--- config.mk ---
export PLATFORM = sky130hd
export DESIGN_NAME = vproc_mem_resp_pipe_flat
export DESIGN_NICKNAME = d
export VERILOG_FILES = /design/src/rtl/vproc_mem_resp_pipe_if.sv /design/src/rtl/vproc_mem_resp_pipe.sv /design/src/flat_wrapper.sv
export SDC_FILE = /design/constraint.sdc
export NUM_CORES = 1
export LEC_CHECK = 0
export CAP_MARGIN = 20
export CORE_AREA = 2 2 87 89
export CTS_CLUSTER_SIZE = 28
export DETAILED_ROUTE_END_ITERATION = 8
export DIE_AREA = 0 0 89 91
export PLACE_DENSITY = 0.84
export SLEW_MARGIN = 20
export SYNTH_ARGS = -nofsm -noshare
export SYNTH_HDL_FRONTEND = slang
export SYNTH_SLANG_ARGS = --single-unit
export TNS_END_PERCENT = 10
--- constraint.sdc ---
create_clock -name clk_i -period 4.6 [get_ports clk_i]
set_input_delay 0.92 -clock clk_i [delete_from_list [all_inputs] [get_ports clk_i]]
set_output_delay 0.92 -clock clk_i [all_outputs]
set_load 0.02 [all_outputs]
--- src/rtl/vproc_mem_resp_pipe_if.sv ---
// Core-side memory port of vproc_mem_resp_pipe: request fields driven by the
// core, response fields returned by the adapter. There is no grant and no
// backpressure, so every request is accepted in the cycle it is presented.
interface vproc_mem_resp_pipe_if;
    logic        req;
    logic [31:0] addr;
    logic        we;
    logic [3:0]  be;
    logic [31:0] wdata;
    logic        rvalid;
    logic        err;
    logic [31:0] rdata;

    // Core side: issues requests, consumes responses.
    modport master (
        output req, addr, we, be, wdata,
        input  rvalid, err, rdata
    );

    // Adapter side: consumes requests, produces responses.
    modport slave (
        input  req, addr, we, be, wdata,
        output rvalid, err, rdata
    );
endinterface

--- src/rtl/vproc_mem_resp_pipe.sv ---
// vproc_mem_resp_pipe
// Adapter between the vproc core memory port and a single-port synchronous
// SRAM with one cycle of read latency. Requests pass straight through to the
// SRAM when in range; responses are stretched to a fixed MEM_LATENCY, with
// out-of-range accesses flagged and never touching the SRAM. A request to
// END_ADDR marks program completion and freezes the free-running cycle counter.
module vproc_mem_resp_pipe #(
    parameter int          MEM_SZ      = 262144,
    parameter int          MEM_LATENCY = 1,
    parameter logic [31:0] END_ADDR    = 32'h0,
    parameter int          CNT_W       = 32,
    localparam int         AB          = $clog2(MEM_SZ),
    localparam int         AW          = AB - 2
) (
    input  logic                  clk_i,
    input  logic                  rst_ni,
    vproc_mem_resp_pipe_if.slave  mem,
    output logic                  sram_req_o,
    output logic [AW-1:0]         sram_addr_o,
    output logic                  sram_we_o,
    output logic [3:0]            sram_be_o,
    output logic [31:0]           sram_wdata_o,
    input  logic [31:0]           sram_rdata_i,
    output logic                  prog_end_o,
    output logic                  done_o,
    output logic [CNT_W-1:0]      cycle_cnt_o
);

    localparam logic [CNT_W-1:0] CNT_ONE = {{(CNT_W-1){1'b0}}, 1'b1};

    // An address is in range when no bit at or above the memory size is set.
    function automatic logic addr_in_range(input logic [31:0] a);
        return (a >> AB) == 32'd0;
    endfunction

    logic              in_range;
    logic              req_act;

    logic              vld_p1;
    logic              err_p1;
    logic              rdsel_p1;
    logic [31:0]       data_p1;

    logic              vld_out;
    logic              err_out;
    logic [31:0]       data_out;

    logic              done_q;
    logic [CNT_W-1:0]  cnt_q;

    // Every output is forced low while reset is asserted, including the
    // combinational SRAM pass-through, so nothing reaches the SRAM in reset.
    assign req_act      = rst_ni & mem.req;
    assign in_range     = addr_in_range(mem.addr);

    assign sram_req_o   = req_act & in_range;
    assign sram_addr_o  = rst_ni ? mem.addr[AB-1:2] : '0;
    assign sram_we_o    = rst_ni & mem.we;
    assign sram_be_o    = rst_ni ? mem.be : 4'h0;
    assign sram_wdata_o = rst_ni ? mem.wdata : 32'h0;

    // Only the first END_ADDR request after reset produces the pulse.
    assign prog_end_o   = req_act & (mem.addr == END_ADDR) & ~done_q;
    assign done_o       = done_q;
    assign cycle_cnt_o  = cnt_q;

    // Stage 1: capture request attributes at the edge the SRAM is accessed.
    always_ff @(posedge clk_i or negedge rst_ni) begin
        if (!rst_ni) begin
            vld_p1   <= 1'b0;
            err_p1   <= 1'b0;
            rdsel_p1 <= 1'b0;
        end else begin
            vld_p1   <= mem.req;
            err_p1   <= mem.req & ~in_range;
            rdsel_p1 <= mem.req & in_range & ~mem.we;
        end
    end

    // SRAM read data is only valid during stage 1, so stage-1 data is taken
    // from it directly; writes and errors return zero.
    assign data_p1 = rdsel_p1 ? sram_rdata_i : 32'h0;

    // ---- stage 1 -> stages 2..MEM_LATENCY ----
    generate
        if (MEM_LATENCY == 1) begin : g_lat1
            assign vld_out  = vld_p1;
            assign err_out  = err_p1;
            assign data_out = data_p1;
        end else begin : g_latn
            logic        vld_pn  [2:MEM_LATENCY];
            logic        err_pn  [2:MEM_LATENCY];
            logic [31:0] data_pn [2:MEM_LATENCY];

            // Delay line for valid/error; cleared so in-flight responses die on reset.
            always_ff @(posedge clk_i or negedge rst_ni) begin
                if (!rst_ni) begin
                    for (int s = 2; s <= MEM_LATENCY; s++) begin
                        vld_pn[s] <= 1'b0;
                        err_pn[s] <= 1'b0;
                    end
                end else begin
                    vld_pn[2] <= vld_p1;
                    err_pn[2] <= err_p1;
                    for (int s = 3; s <= MEM_LATENCY; s++) begin
                        vld_pn[s] <= vld_pn[s-1];
                        err_pn[s] <= err_pn[s-1];
                    end
                end
            end

            // Delay line for data; qualified by valid at the output, so no reset.
            always_ff @(posedge clk_i) begin
                data_pn[2] <= data_p1;
                for (int s = 3; s <= MEM_LATENCY; s++) begin
                    data_pn[s] <= data_pn[s-1];
                end
            end

            assign vld_out  = vld_pn[MEM_LATENCY];
            assign err_out  = err_pn[MEM_LATENCY];
            assign data_out = data_pn[MEM_LATENCY];
        end
    endgenerate

    // ---- response output ----
    assign mem.rvalid = vld_out;
    assign mem.err    = err_out;
    assign mem.rdata  = vld_out ? data_out : 32'h0;

    // Cycle counter runs until the end request; the counter still advances at
    // the edge that sets done, so it includes the end request's cycle.
    always_ff @(posedge clk_i or negedge rst_ni) begin
        if (!rst_ni) begin
            done_q <= 1'b0;
            cnt_q  <= '0;
        end else begin
            if (prog_end_o) begin
                done_q <= 1'b1;
            end
            if (!done_q) begin
                cnt_q <= cnt_q + CNT_ONE;
            end
        end
    end

endmodule

--- src/flat_wrapper.sv ---
// flat-port wrapper written by rule: the top's interface ports become plain ports
module vproc_mem_resp_pipe_flat 
#(
    parameter int          MEM_SZ      = 262144,
    parameter int          MEM_LATENCY = 1,
    parameter logic [31:0] END_ADDR    = 32'h0,
    parameter int          CNT_W       = 32,
    localparam int         AB          = $clog2(MEM_SZ),
    localparam int         AW          = AB - 2
)
  (clk_i, rst_ni, sram_req_o, sram_addr_o, sram_we_o, sram_be_o, sram_wdata_o, sram_rdata_i, prog_end_o, done_o, cycle_cnt_o, mem_req, mem_addr, mem_we, mem_be, mem_wdata, mem_rvalid, mem_err, mem_rdata);
  vproc_mem_resp_pipe_if mem_i ();
  input  logic clk_i;
  input  logic rst_ni;
  output logic sram_req_o;
  output logic [AW-1:0] sram_addr_o;
  output logic sram_we_o;
  output logic [3:0] sram_be_o;
  output logic [31:0] sram_wdata_o;
  input  logic [31:0] sram_rdata_i;
  output logic prog_end_o;
  output logic done_o;
  output logic [CNT_W-1:0] cycle_cnt_o;
  input wire logic [$bits(mem_i.req)-1:0] mem_req;
  input wire logic [$bits(mem_i.addr)-1:0] mem_addr;
  input wire logic [$bits(mem_i.we)-1:0] mem_we;
  input wire logic [$bits(mem_i.be)-1:0] mem_be;
  input wire logic [$bits(mem_i.wdata)-1:0] mem_wdata;
  output wire logic [$bits(mem_i.rvalid)-1:0] mem_rvalid;
  output wire logic [$bits(mem_i.err)-1:0] mem_err;
  output wire logic [$bits(mem_i.rdata)-1:0] mem_rdata;
  assign mem_i.req = mem_req;
  assign mem_i.addr = mem_addr;
  assign mem_i.we = mem_we;
  assign mem_i.be = mem_be;
  assign mem_i.wdata = mem_wdata;
  assign mem_rvalid = mem_i.rvalid;
  assign mem_err = mem_i.err;
  assign mem_rdata = mem_i.rdata;
  vproc_mem_resp_pipe #(.MEM_SZ(MEM_SZ), .MEM_LATENCY(MEM_LATENCY), .END_ADDR(END_ADDR), .CNT_W(CNT_W)) u_core (.clk_i(clk_i), .rst_ni(rst_ni), .mem(mem_i), .sram_req_o(sram_req_o), .sram_addr_o(sram_addr_o), .sram_we_o(sram_we_o), .sram_be_o(sram_be_o), .sram_wdata_o(sram_wdata_o), .sram_rdata_i(sram_rdata_i), .prog_end_o(prog_end_o), .done_o(done_o), .cycle_cnt_o(cycle_cnt_o));
endmodule
Word level (Yosys, flattened, before mapping)
Cells that the tools add are included.
{ "word_totals": {"in_bits": 104, "elab_cells": 24, "regBits": 36, "output_inout_bits": 122} }
{ "op_classes": {"n_addsub": 1, "reduce_logical": 2, "muxes": 5, "bitwise": 11} }
{ "op_table": {"columns": ["cell", "count"], "rows": [
  ["$mux 32", 3],
  ["$logic_not 32->1", 2],
  ["$add 32x1->32 const B", 1],
  ["$mux 16", 1],
  ["$and 1x1->1", 8],
  ["$mux 4", 1],
  ["$not 1->1", 3]
]} }

Longest topological paths before layout
Gate-level depths: netlist of run 1.
{ "depth": {"ltp_word": 3, "ltp_mapped": 6, "mapped_depth_nobuf": 5} }

Worst setup path before layout of run 1
No wires, ideal clock.
{ "synth_timing": {"path_kind": "input-to-output", "start": "input mem_addr[14]", "end": "output prog_end_o", "t_arrival_ns": 2.546, "path_slack_ns": 1.134, "required_time_ns": 3.680, "cell_stages": 3, "path_buffers": 0, "path_cell_list": "or4_1 > or4_1 > nor4_1"} }
{ "synth_between": {"elab_chain_cells": 3} }
{ "synth_rtl": {"columns": ["element", "line_no", "source"], "rows": [
  ["from (decl)", "flat_wrapper.sv:25", "input wire logic [$bits(mem_i.addr)-1:0] mem_addr;"],
  ["$logic_not 32->1", "vproc_mem_resp_pipe.sv:63", "assign prog_end_o = req_act & (mem.addr == END_ADDR) & ~done_q;"],
  ["$and 1x1->1 (2 in series)", "vproc_mem_resp_pipe.sv:63", null],
  ["to (decl)", "flat_wrapper.sv:21", "output logic prog_end_o;"]
]} }
No other way between the ends.

Worst setup path after layout of run 1
Ends and elaborated chain as after synthesis.

==> flow_summary.yaml, run 1 <==
place:
  placedInstanceArea_mm2: 0.00458
  gp_congestion: 0.847
  port_buffers: 225
  place_inst: 555
  hpwl_mm: 8.33
  preCtsSetupSlack_ps: 456
min_path:
  min_path_type: "reg2reg"
worst_setup_path:
  max_stage_delay_ps: 650
  cp-start-kind: "input port"
  cp_max_fo: 2
  worst-path-buf-inv: 2
  crit_type: "in2out"
  worstPathRequired_ps: 3680
  crit_slowest_cell: "clkdlybuf4s50_1"
  arrival_ps: 3220
  end_kind: "output port"
  path_delay_family: "simple AND/OR/NAND/NOR gates"
  path_cells: "clkdlybuf4s50_1 > or4_1 > or4_1 > nor4_1 > clkdlybuf4s50_1"
drt:
  routedWlPerCell_um: 17.8
  drc: 0
  drt_iter0_drc: 97
  top_layer: "met4"
  wl_met2_mm: 4.75
  dr.pass1.iters: 4
  dr_wl_met3_mm: 1.35
  drtAntennaViolNets: 0
  detail_route.vias_per_cell: 4.68
  vias: 2638
  wirelength_mm: 10.0
  met1Wirelength_mm: 3.75
cells_and_area:
  area_growth_pct: 110
  final_area_mm2: 0.00467
  drive_gt1_share_pct: 3.45
  num-nets-final: 568
  fin_cells: 564
timing:
  fin_crit_ps: 4140
  fin_ws_ps: 463
  worst_slew_pin_slew_ps: 667
  finalCritPeriodShare_pct: 89.9
  hold_viol: 0
  setup_viol: 0
  timing.slew.headroom_pct: 55.5
  slew_viol_final: 0
  setup_tns_ps: 0
  skew_ps: 3.72
  rsz0062_at_grt: "no"
  fmax_ghz: 0.242
power_and_ir_drop:
  p_leak_nw: 1.97
  ir_drop_v: 0.000118
  power.total_uw: 758
  sw_frac_of_total_pct: 24.8
  clockPowerShare_pct: 29.9
  switching_power_uw: 188
  combPwrFrac_pct: 27.9
  power.share.sequential_pct: 42.2
  power_density_mw_per_mm2: 162
  p_int_uw: 570
synthesis:
  ys_seq_area_share_pct: 40.5
  synthXorXnorAreaFrac_pct: 12.2
  synth_top_family_by_area: "simple AND/OR/NAND/NOR gates"
  synth_cells: 241
  synthDistinctLibCells: 26
  synth_area_per_cell_um2: 9.22
  synth-simple-area-share_pct: 43.0
  synth_adder_area_share_pct: 0.563
  syn-num-nets: 346
  synthMuxAreaShare_pct: 0.507
  synth-compound-area-share_pct: 0.338
  synth_area_mm2: 0.00222
  yosysWarnings: 0
  ys_ff_latch: 36
clocking:
  root_buffer: "clkbuf_8"
  cts_sinks: 36
  clk_latency_ps: 280
  ctsHoldBuffers: 0
  cts_buffer_depth: 2
  cts_tree: "yes"
  cts_buffers: 5
  cts_htree_levels: 2
  clk_pin_slew_worst_paths_ps: 70
  postCtsSetupBuffers: 0
  cts-resized-gates: 0
flow_run:
  drv_cap: 0
global_route:
  grt_pass1_wl_mm: 14.8
  grt_max_degree: 62
  grt_pass1_vias: 2698
  grt_usage_pct: 24.5
  antenna_found_initial: 1
  grt_overflow: 0
floorplan:
  fp-row-count: 31
  die_w_um: 89
  start_util_pct: 31.1
  io_pins: 226
  die_h_um: 91
  die-area_mm2: 0.00810
  core_area_mm2: 0.00714
outcome:
  status: "finished, final reports clean"
power by group through the flow:
stage | combinational, mW | sequential [mW] | clock (mW)
2_1_floorplan | 0.0574 | 0.325 | 0
3_3_place_gp | 0.210 | 0.326 | 0
3_5_place_dp | 0.212 | 0.326 | 0
4_1_cts | 0.213 | 0.320 | 0.232
5_1_grt | 0.225 | 0.320 | 0.244
6_report | 0.212 | 0.320 | 0.226
layer usage:
layer | up-vias | GRT usage (%)
li1 | 1268 | -
met1 | 1220 | 27.4
met2 | 136 | 40.7
met3 | 14 | 12.7
met4 | 0 | 6.22
met5 | - | 0
final timing paths:
kind	from	endpoint	slack, ps	cells past startpoint
hold reg to reg	u_core.cycle_cnt_o[31]$_DFFE_PN0N_	u_core.cycle_cnt_o[31]$_DFFE_PN0N_	480	1
setup / recovery	mem_addr[14]	prog_end_o	460	5
setup reg to reg	u_core.done_o$_DFFE_PN0P_	u_core.cycle_cnt_o[27]$_DFFE_PN0N_	2770	4
max in group asynchronous	rst_ni	u_core.cycle_cnt_o[7]$_DFFE_PN0N_	3410	2
min in group asynchronous	rst_ni	u_core.cycle_cnt_o[27]$_DFFE_PN0N_	950	2
hold / removal	u_core.cycle_cnt_o[31]$_DFFE_PN0N_	u_core.cycle_cnt_o[31]$_DFFE_PN0N_	480	1
synthesized netlist by cell type:
cell type,number,share of area (%)
o31ai_1,1,0.34
dfrtp_1,36,41
or4_4,1,0.51
and2_2,1,0.34
or4_1,2,0.68
buf_2,2,0.45
nand4_1,9,2.5
nor4_4,1,0.96
nor3_1,4,0.90
inv_1,3,0.51
and4_1,2,0.79
nor2_1,5,0.84
nor3b_1,1,0.34
xnor2_1,26,10
nand4b_4,1,1.1
ha_1,1,0.56
nor4_1,9,2.5
xor2_1,5,2.0
nand2_1,13,2.2
nor3_2,1,0.45
and2_1,54,15
nand4b_1,1,0.39
mux2_2,1,0.51
and3_1,36,10
nand3_1,14,3.2
clkbuf_1,11,1.9
registers in the layout (all words and copies together), names as in the netlist:
signal and count:
u_core.mem.err 1, u_core.cycle_cnt_o 32, u_core.mem.rvalid 1, u_core.rdsel_p1 1, u_core.done_o 1
through the flow:
| stage | utilization (%) | hold slack [ps] |
|---|---|---|
| after detailed placement | 64.1 | 463 |
| after CTS | 65.4 | 477 |
| final | 65.4 | 475 |
| after global placement | 64.1 | 462 |
| after global routing | 65.4 | 499 |
| after floorplan | - | 582 |
final cells by class:
cell class / count / area [um^2]
Fill cell: 597 / 2470
Timing Repair Buffer: 228 / 2280
Multi-Input combinational cell: 189 / 1260
Sequential cell: 36 / 901
Tap cell: 99 / 124
Clock buffer: 8 / 90.1
Inverter: 3 / 11.3
Antenna cell: 1 / 2.50
cell usage in the layout, fill, tap and decap left out:
master	count
and2_1	54
and2_2	1
and3_1	36
and4_1	2
buf_12	1
buf_2	1
buf_4	2
clkbuf_1	2
clkbuf_8	6
clkdlybuf4s50_1	224
dfrtp_1	36
diode_2	1
ha_1	1
inv_1	3
mux2_2	1
nand2_1	13
nand3_1	14
nand4_1	9
nand4b_1	1
nand4b_4	1
nor2_1	5
nor3_1	4
nor3_2	1
nor3b_1	1
nor4_1	9
nor4_4	1
o31ai_1	1
or4_1	2
or4_4	1
xnor2_1	26
xor2_1	5
kinds of logic after synthesis:
kind of cell	count (synthesis)
buffers and inverters	16
AO/OA/AOI/OAI	1
flip-flops	36
AND/OR/NAND/NOR	155
multiplexers	1
adder cells (fa/ha/maj)	1
XOR/XNOR	31
Note: power is estimated with default switching activity, not from simulation.
==> inputs of run 2 (changes only) <==
- CORE_AREA: 2 2 87 89 -> unset
- CORE_MARGIN: unset -> 2
- CORE_UTILIZATION: unset -> 32
- DIE_AREA: 0 0 89 91 -> unset
- PLACE_DENSITY: 0.84 -> 0.87
==> flow_summary.yaml, run 2 (synthesized netlist as in run 1, its figures left out) <==
outcome:
  status: "finished, final reports clean"
timing:
  skew_ps: 7.08
  timing.slew.headroom_pct: 52.6
  hold_viol: 0
  fin_hold_ws_ps: 480
  finalCritPeriodShare_pct: 91.2
  setup_tns_ps: 0
  fin_crit_ps: 4190
  slew_viol_final: 0
  worst_slew_pin_slew_ps: 712
  rsz0062_at_grt: "no"
  setup_viol: 0
  fin_ws_ps: 406
  fmax_ghz: 0.238
drt:
  dr.pass1.iters: 4
  wl_met2_mm: 5.04
  detail_route.vias_per_cell: 4.84
  dr_wl_met3_mm: 1.15
  routedWlPerCell_um: 17.9
  drtAntennaViolNets: 0
  drc: 0
  wirelength_mm: 9.72
  drt_iter0_drc: 88
  met1Wirelength_mm: 3.42
  top_layer: "met4"
  vias: 2635
cells_and_area:
  regArea_um2: 901
  area_growth_pct: 110
  fillers: 531
  multi_input_comb_area_mm2: 0.00126
  mostFrequentLayoutCells: "clkdlybuf4s50_1, and2_1, and3_1, dfrtp_1, xnor2_1"
  diodes: 0
  num-nets-final: 568
  drive_gt1_share_pct: 3.88
  largest_reg_flops: 32
  final_common_cell: "clkdlybuf4s50_1"
  fin_cells: 544
floorplan:
  die_h_um: 87.3
  start_util_pct: 32.9
  die-area_mm2: 0.00763
  core_area_mm2: 0.00676
  die_w_um: 87.3
  fp-row-count: 30
  io_pins: 226
clocking:
  cts_tree: "yes"
  cts-resized-gates: 0
  cts_htree_levels: 2
  postCtsSetupBuffers: 0
  cts_buffers: 5
  clk_latency_ps: 290
  cts_sinks: 36
  clk_pin_slew_worst_paths_ps: 70
  ctsHoldBuffers: 0
  cts_buffer_depth: 2
  root_buffer: "clkbuf_8"
place:
  place_inst: 536
  hpwl_mm: 8.01
  port_buffers: 225
  preCtsSetupSlack_ps: 398
  gp_congestion: 0.845
worst_setup_path:
  reg2reg_depth: 6
  cp-start-kind: "input port"
  cp_max_fo: 2
  crit_type: "in2out"
  r2r-start: "u_core.cycle_cnt_o[0]$_DFFE_PN0N_"
  worstPathRequired_ps: 3680
  path_cells: "clkdlybuf4s50_1 > or4_1 > or4_1 > nor4_1 > clkdlybuf4s50_1"
  r2r_slack_ps: 2810
  max_stage_delay_ps: 680
  end_kind: "output port"
  arrival_ps: 3270
  crit_slowest_cell: "clkdlybuf4s50_1"
  reg2reg_to: "u_core.cycle_cnt_o[12]$_DFFE_PN0N_"
global_route:
  grt_pass1_vias: 2687
  antenna_found_initial: 0
  grt_usage_pct: 25.2
  grt_overflow: 0
  grt_max_degree: 48
  grt_pass1_wl_mm: 14.5
min_path:
  min_path_type: "reg2reg"
  hold_depth: 1
  whs_endpoint: "u_core.cycle_cnt_o[31]$_DFFE_PN0N_"
  holdCritStartpoint: "u_core.cycle_cnt_o[31]$_DFFE_PN0N_"
power_and_ir_drop:
  power_density_mw_per_mm2: 173
  p_leak_nw: 1.98
  ir_drop_v: 0.000141
flow_run:
  drv_cap: 0
## run 2: routing by layer
metal	track usage [%]	vias up
li1	-	1277
met3	11.8	11
met1	26.2	1210
met5	0	-
met4	4.48	0
met2	46.5	137
## run 2: critical path, delay by kind of cell
kind,cells,cell delay [ps]
buffers and inverters,2,1090
and+or+nand+nor,3,1260
## run 2: final cells by class
cell class / instances / area share (%)
timing repair buffer: 228 / 48.9
clock buffer: 5 / 1.48
multi-input combinational: 189 / 27.0
tap: 80 / 2.15
clock inverter: 3 / 0.912
sequential: 36 / 19.3
inverter: 3 / 0.241
## run 2: power breakdown
group          switching [mW]  total, mW  internal, mW
clock network           0.116      0.277         0.160
logic                  0.0788      0.209         0.131
registers             0.00301      0.320         0.317
total                   0.198      0.806         0.608
## run 2: how the worst max path moves through the flow
stage                       startpoint         end  cells after the start
after floorplan           mem_addr[14]  prog_end_o                      3
after global placement    mem_addr[14]  prog_end_o                      5
after detailed placement  mem_addr[14]  prog_end_o                      5
after CTS                 mem_addr[14]  prog_end_o                      5
after global routing      mem_addr[14]  prog_end_o                      5
final                     mem_addr[14]  prog_end_o                      5
## run 2: through the flow
step | power, mW | util (%) | area (um^2)
6_report | 0.806 | 69.0 | 4660
5_1_grt | 0.840 | 69.0 | 4660
4_1_cts | 0.816 | 69.0 | 4660
3_5_place_dp | 0.537 | 67.4 | 4550
3_3_place_gp | 0.534 | 67.4 | 4550
2_1_floorplan | 0.383 | - | 2220
